==> src/rtl/wb_controller.sv <==
// wb_controller -- write-back stage controller for a simple in-order pipeline.
//
// It accepts one instruction at a time from the memory-access stage. Each
// instruction can do one of three things:
//   - write pc+4 to r15 (call),
//   - wait for load data and write it to rd (load),
//   - write the ALU result to rd (ALU write-back).
// An instruction that asks for none of these retires with no write.
// A load that sees no data return for 15 cycles parks the controller in a
// sticky error state. Only reset leaves that state.
//
// Ports
//   clk, rst_n              clock (rising edge) and async active-low reset
//   in_valid / in_ready     instruction handshake from the memory stage
//   aluResult, pc, rd       instruction payload
//   isLd, isCall, isWb      instruction class flags (call > load > wb priority)
//   mem_rvalid, mem_rdata   load data return
//   rf_we/rf_waddr/rf_wdata registered register-file write port
//   busy                    controller is not idle
//   ld_err                  sticky load-timeout flag
//   wb_count                saturating count of retired register writes
module wb_controller (
  input  logic        clk,
  input  logic        rst_n,
  input  logic        in_valid,
  output logic        in_ready,
  input  logic [31:0] aluResult,
  input  logic [31:0] pc,
  input  logic [3:0]  rd,
  input  logic        isLd,
  input  logic        isCall,
  input  logic        isWb,
  input  logic        mem_rvalid,
  input  logic [31:0] mem_rdata,
  output logic        rf_we,
  output logic [3:0]  rf_waddr,
  output logic [31:0] rf_wdata,
  output logic        busy,
  output logic        ld_err,
  output logic [15:0] wb_count
);

  localparam logic [1:0] IDLE    = 2'd0;
  localparam logic [1:0] WAIT_LD = 2'd1;
  localparam logic [1:0] WRITE   = 2'd2;
  localparam logic [1:0] ERR     = 2'd3;

  // Last wait_cnt value that still allows another cycle without data.
  // 15 cycles without data in total end in ERR.
  localparam logic [3:0] WAIT_LAST = 4'd14;
  localparam logic [3:0] CALL_REG  = 4'd15;

  logic [1:0]  state, state_nx;
  logic        live;      // low while in reset and up to the first edge after release
  logic [3:0]  ld_rd;     // destination register of the load in flight
  logic [3:0]  wait_cnt;
  logic        accept;
  logic        wr_nx;
  logic [3:0]  waddr_nx;
  logic [31:0] wdata_nx;

  // Gating in_ready with live keeps in_ready low during reset.
  // It also holds in_ready low until the first edge after rst_n rises.
  assign in_ready = live & ((state == IDLE) | (state == WRITE));
  assign accept   = in_valid & in_ready;
  assign busy     = (state != IDLE);

  // Next-state and write-port decode. The write-port registers load their
  // new address and data on the same edge that enters WRITE. That way
  // rf_we, rf_waddr and rf_wdata all line up with the WRITE state.
  always_comb begin
    state_nx = state;
    wr_nx    = 1'b0;
    waddr_nx = rf_waddr;
    wdata_nx = rf_wdata;
    case (state)
      IDLE, WRITE: begin
        state_nx = IDLE;
        if (accept) begin
          if (isCall) begin
            // A call always links to r15. rd and isLd are ignored.
            state_nx = WRITE;
            wr_nx    = 1'b1;
            waddr_nx = CALL_REG;
            wdata_nx = pc + 32'd4;
          end else if (isLd) begin
            state_nx = WAIT_LD;
          end else if (isWb) begin
            state_nx = WRITE;
            wr_nx    = 1'b1;
            waddr_nx = rd;
            wdata_nx = aluResult;
          end
        end
      end
      WAIT_LD: begin
        // Returned data wins over a timeout in the same cycle.
        if (mem_rvalid) begin
          state_nx = WRITE;
          wr_nx    = 1'b1;
          waddr_nx = ld_rd;
          wdata_nx = mem_rdata;
        end else if (wait_cnt == WAIT_LAST) begin
          state_nx = ERR;
        end
      end
      ERR:     state_nx = ERR;
      default: state_nx = IDLE;
    endcase
  end

  always_ff @(posedge clk or negedge rst_n) begin
    if (!rst_n) begin
      state <= IDLE;
      live  <= 1'b0;
    end else begin
      state <= state_nx;
      live  <= 1'b1;
    end
  end

  // A load's destination is captured when the load is accepted. It is used
  // later, when the data returns.
  always_ff @(posedge clk or negedge rst_n) begin
    if (!rst_n) ld_rd <= '0;
    else if (accept) ld_rd <= rd;
  end

  // wait_cnt counts cycles without data in WAIT_LD. It is cleared on entry.
  always_ff @(posedge clk or negedge rst_n) begin
    if (!rst_n) begin
      wait_cnt <= '0;
    end else if (state_nx == WAIT_LD) begin
      if (state != WAIT_LD) wait_cnt <= '0;
      else                  wait_cnt <= wait_cnt + 4'd1;
    end
  end

  // Register-file write port. Address and data hold their values between writes.
  always_ff @(posedge clk or negedge rst_n) begin
    if (!rst_n) begin
      rf_we    <= 1'b0;
      rf_waddr <= '0;
      rf_wdata <= '0;
    end else begin
      rf_we <= wr_nx;
      if (wr_nx) begin
        rf_waddr <= waddr_nx;
        rf_wdata <= wdata_nx;
      end
    end
  end

  // wb_count steps on the same edge that raises rf_we. The count is then
  // already current during the write cycle. It saturates instead of wrapping.
  always_ff @(posedge clk or negedge rst_n) begin
    if (!rst_n) begin
      wb_count <= '0;
    end else if (wr_nx && (wb_count != 16'hFFFF)) begin
      wb_count <= wb_count + 16'd1;
    end
  end

  // ld_err is sticky. Only reset clears it.
  always_ff @(posedge clk or negedge rst_n) begin
    if (!rst_n) ld_err <= 1'b0;
    else if (state_nx == ERR) ld_err <= 1'b1;
  end

endmodule

==> config.mk <==
export PLATFORM = sky130hd
export DESIGN_NAME = wb_controller
export DESIGN_NICKNAME = d
export VERILOG_FILES = /design/src/rtl/wb_controller.sv
export SDC_FILE = /design/constraint.sdc
export NUM_CORES = 1
export LEC_CHECK = 0
export ABC_AREA = 1
export BUFFER_PORTS_ARGS = -buffer_cell sky130_fd_sc_hd__buf_2
export CORE_MARGIN = 2
export CORE_UTILIZATION = 30
export DETAILED_ROUTE_END_ITERATION = 7
export HOLD_SLACK_MARGIN = 0.06
export PLACE_DENSITY = 0.63
export SLEW_MARGIN = 20
export SYNTH_ARGS = -nofsm -noshare
export SYNTH_HDL_FRONTEND = slang
export SYNTH_SLANG_ARGS = --single-unit
export TNS_END_PERCENT = 30
==> constraint.sdc <==
create_clock -name clk -period 1.9 [get_ports clk]
set_clock_uncertainty 0.1 [all_clocks]
set_input_delay 0.095 -clock clk [delete_from_list [all_inputs] [get_ports clk]]
set_output_delay 0.095 -clock clk [all_outputs]
set_load 0.1 [all_outputs]
==> flow_summary.yaml <==
drt:
  drt-total-wl_mm: 15.30
  drc: 0
  vias: 5039
  avgRoutedWirePerCell_um: 13.63
  antenna_left: 0
  viasPerCell: 4.491
  dr.pass1.iters: 5
  drtIter0Drc: 153
sta:
  final.setup.tns_ns: 0
  slew_headroom_pct: 65.13
  setup_viol: 0
  tightest_slew_ns: 0.5266
  maxSlewViolCount: 0
  rsz0062_at_grt: "false"
  fin_crit_ns: 1.793
  post-route-period-util_pct: 94.36
  fmax_ghz: 0.5578
  finalHoldViolations: 0
floorplanning:
  io_pins: 163
  die-area_um2: 15950
  core_area_um2: 14590
  placement_rows: 44
  die_h_um: 126.3
  start_util_pct: 30.75
  die_w_um: 126.3
worst_setup_path:
  path_cells: "inv_2 > nor2_4 > inv_4 > nand3_1 > dlygate4sd3_1 > o211ai_1 > nand2_1"
  cp.depth: 7
  rr_worst_depth: 7
  ff2ff_setup_slack_ns: 0.11
  startpoint_type: "register"
  path_class: "register to register"
  cp_slowest_stage_delay_ns: 0.56
  timing.rr.end: "rf_wdata[0]"
  path_delay_family: "buffers and inverters"
  critPathBufInv: 3
  arrival_ns: 1.91
  crit_slowest_cell: "dlygate4sd3_1"
  cp-end-kind: "register"
  critPathMaxFanout: 13
  critPathRequiredTime_ns: 2.01
  r2r-start: "state[0]"
clock_tree:
  cts_tree: "done"
  clk_pin_slew_ns: 0.06
  cts_root_buffer: "clkbuf_16"
  max-clock-path-buffers: 2
  cts.sinks: 65
  cts_made_buffers: 9
  clock_latency_ns: 0.34
  htree_levels: 3
  cts_setup_buffers: 0
yosys:
  synth_nets: 805
  synth-edff-count: 0
  synth_area_leader_cell: "dfrtp_1"
  synthMostInstantiatedCell: "nand2_1"
  synthArstFlopShare_pct: 100.0
  yosysSeqAreaShare_pct: 36.25
  ys.flop_type: "dfrtp_1"
  syn_area_um2: 4487
  synth_cell_types: 35
  syn_inst: 694
  synth_area_leaders: "dfrtp_1, nand2_1, nor2_1"
  synth-seq-cells: 65
  synthTopCellsByCount: "nand2_1, nor2_1, dfrtp_1, inv_1, nand3_1"
  synth_top_area_share_pct: 36.25
  yosysWarnings: 0
  synth.avg_cell_area_um2: 6.465
worst_hold_path:
  hp-class: "input pin to register"
  hold-path-cell-count: 7
  min_from: "aluResult[29]"
  whs_endpoint: "rf_wdata[29]"
finish:
  fin_cells: 1122
  area_growth_pct: 48.38
  multiInputGateArea_um2: 2521
  drive_gt1_share_pct: 26.01
  regArea_um2: 1652
  fill_cells: 1486
  fin_nets: 1044
  num_antenna_cells: 0
global_route:
  grt_pass1_wl_mm: 24.60
  overflow: 0
  grtUsageTotal_pct: 19.43
  antenna_found_initial: 1
  grt_pass1_vias: 4939
  grt_max_degree: 66
power_and_ir_drop:
  p_leak_nw: 3.507
  p_comb_share_pct: 60.7
  power.density_nw_per_um2: 1499
  p_int_w: 0.004120
  pwr-share-clk_pct: 16.6
  p_sw_share_pct: 58.71
  irDropWorstVdd_uv: 992.8
  p_seq_share_pct: 22.7
  p_switching_w: 0.005858
place:
  post-dp-hpwl_mm: 11.19
  place_inst: 1030
  portBuffers: 162
  place_congestion: 0.8542
run_status:
  status: "finished, final reports clean"
flow_run:
  maxCapViolations: 0
-- area by class of cell --
cell class                 count  area share [%]
clock buffer                   9           3.383
inverter                      65           3.777
sequential                    65           24.81
clock inverter                 7           1.071
timing repair buffer         251           25.63
multi-input combinational    541           37.87
tap                          184           3.458
-- sequential cells by signal, summed over array words and instances (netlist names) --
name      flops
ld_err        1
wait_cnt      4
state         2
ld_rd         4
wb_count     16
rf_waddr      4
rf_wdata     32
rf_we         1
live          1
-- cells by family after synthesis --
group / after synthesis / share of synthesized area (%)
xor gates and xnor gates: 17 / 3.988
buffers and inverters: 88 / 8.003
other: 1 / 0.08358
adders and majority gates: 4 / 1.115
AOI/OAI and AO/OA: 42 / 5.494
DFF: 65 / 36.25
and+or+nand+nor: 477 / 45.06
-- cell usage in the layout, fill, tap and decap left out, drive strengths merged, types with 2 or more instances in the layout --
master / n
a21oi: 10
a31oi: 7
and2: 2
buf: 175
clkbuf: 9
clkinv: 4
clkinvlp: 3
dfrtp: 65
dlygate4sd3: 76
ha: 4
inv: 64
nand2: 288
nand3: 58
nand3b: 2
nand4: 5
nor2: 115
nor3: 5
o211ai: 6
o21ai: 14
o21bai: 4
xnor2: 6
xor2: 11
-- worst register-to-register path: cells and delay by family (launching register included) --
family                 cells  cell delay [ns]
flip-flops                 1             0.43
buffers and inverters      3             0.81
AND/OR/NAND/NOR            3             0.22
AO/OA/AOI/OAI              1             0.11
-- metrics by stage --
step / total power [W] / utilization, % / setup WS, ns / hold slack, ns / cell area (um2)
final: 0.009978 / 45.63 / 0.1072 / 0.06349 / 6658
after global routing: 0.01050 / 45.63 / 0.008128 / 0.08823 / 6658
after CTS: 0.01002 / 45.58 / 0.03789 / 0.06864 / 6650
after detailed placement: 0.008180 / 38.34 / 0.1316 / 0.05202 / 5593
after global placement: 0.008157 / 38.34 / 0.1216 / 0.05166 / 5593
after floorplan: 0.006960 / - / -0.01930 / -0.3006 / 4534
-- power by group through the flow --
stage | clock (W) | combinational [W] | sequential [W]
after floorplan | 0 | 0.00162 | 0.00534
after global placement | 0 | 0.00588 | 0.00227
after detailed placement | 0 | 0.00590 | 0.00228
after CTS | 0.00169 | 0.00606 | 0.00227
after global routing | 0.00175 | 0.00642 | 0.00233
final | 0.00165 | 0.00606 | 0.00227
-- worst max path at each step --
| stage | startpoint | end | slack [ns] |
|---|---|---|---|
| 3_3_place_gp | wb_count[1] | wb_count[4] | 0.12 |
| 6_report | state[0] | rf_wdata[0] | 0.11 |
| 3_5_place_dp | wb_count[1] | wb_count[4] | 0.13 |
| 4_1_cts | state[0] | rf_wdata[0] | 0.04 |
| 2_1_floorplan | state[0] | wb_count[4] | -0.02 |
| 5_1_grt | state[0] | rf_wdata[0] | 0.008 |
-- what timing repair did --
| action | CTS | global route |
|---|---|---|
| setup endpoints to repair | 0 | 6 |
| gates resized for setup | 0 | 2 |
| hold buffers | 76 | 0 |
| endpoints found under the hold margin | 106 | 0 |
-- per-layer routing --
metal	up-vias	track usage [%]	wire, um
met5	-	0	0
met4	0	4.719	186
met3	12	5.103	946
met1	2258	24.68	6844
li1	2622	-	-
met2	147	33.08	7319
(Power assumes the default switching activity.)
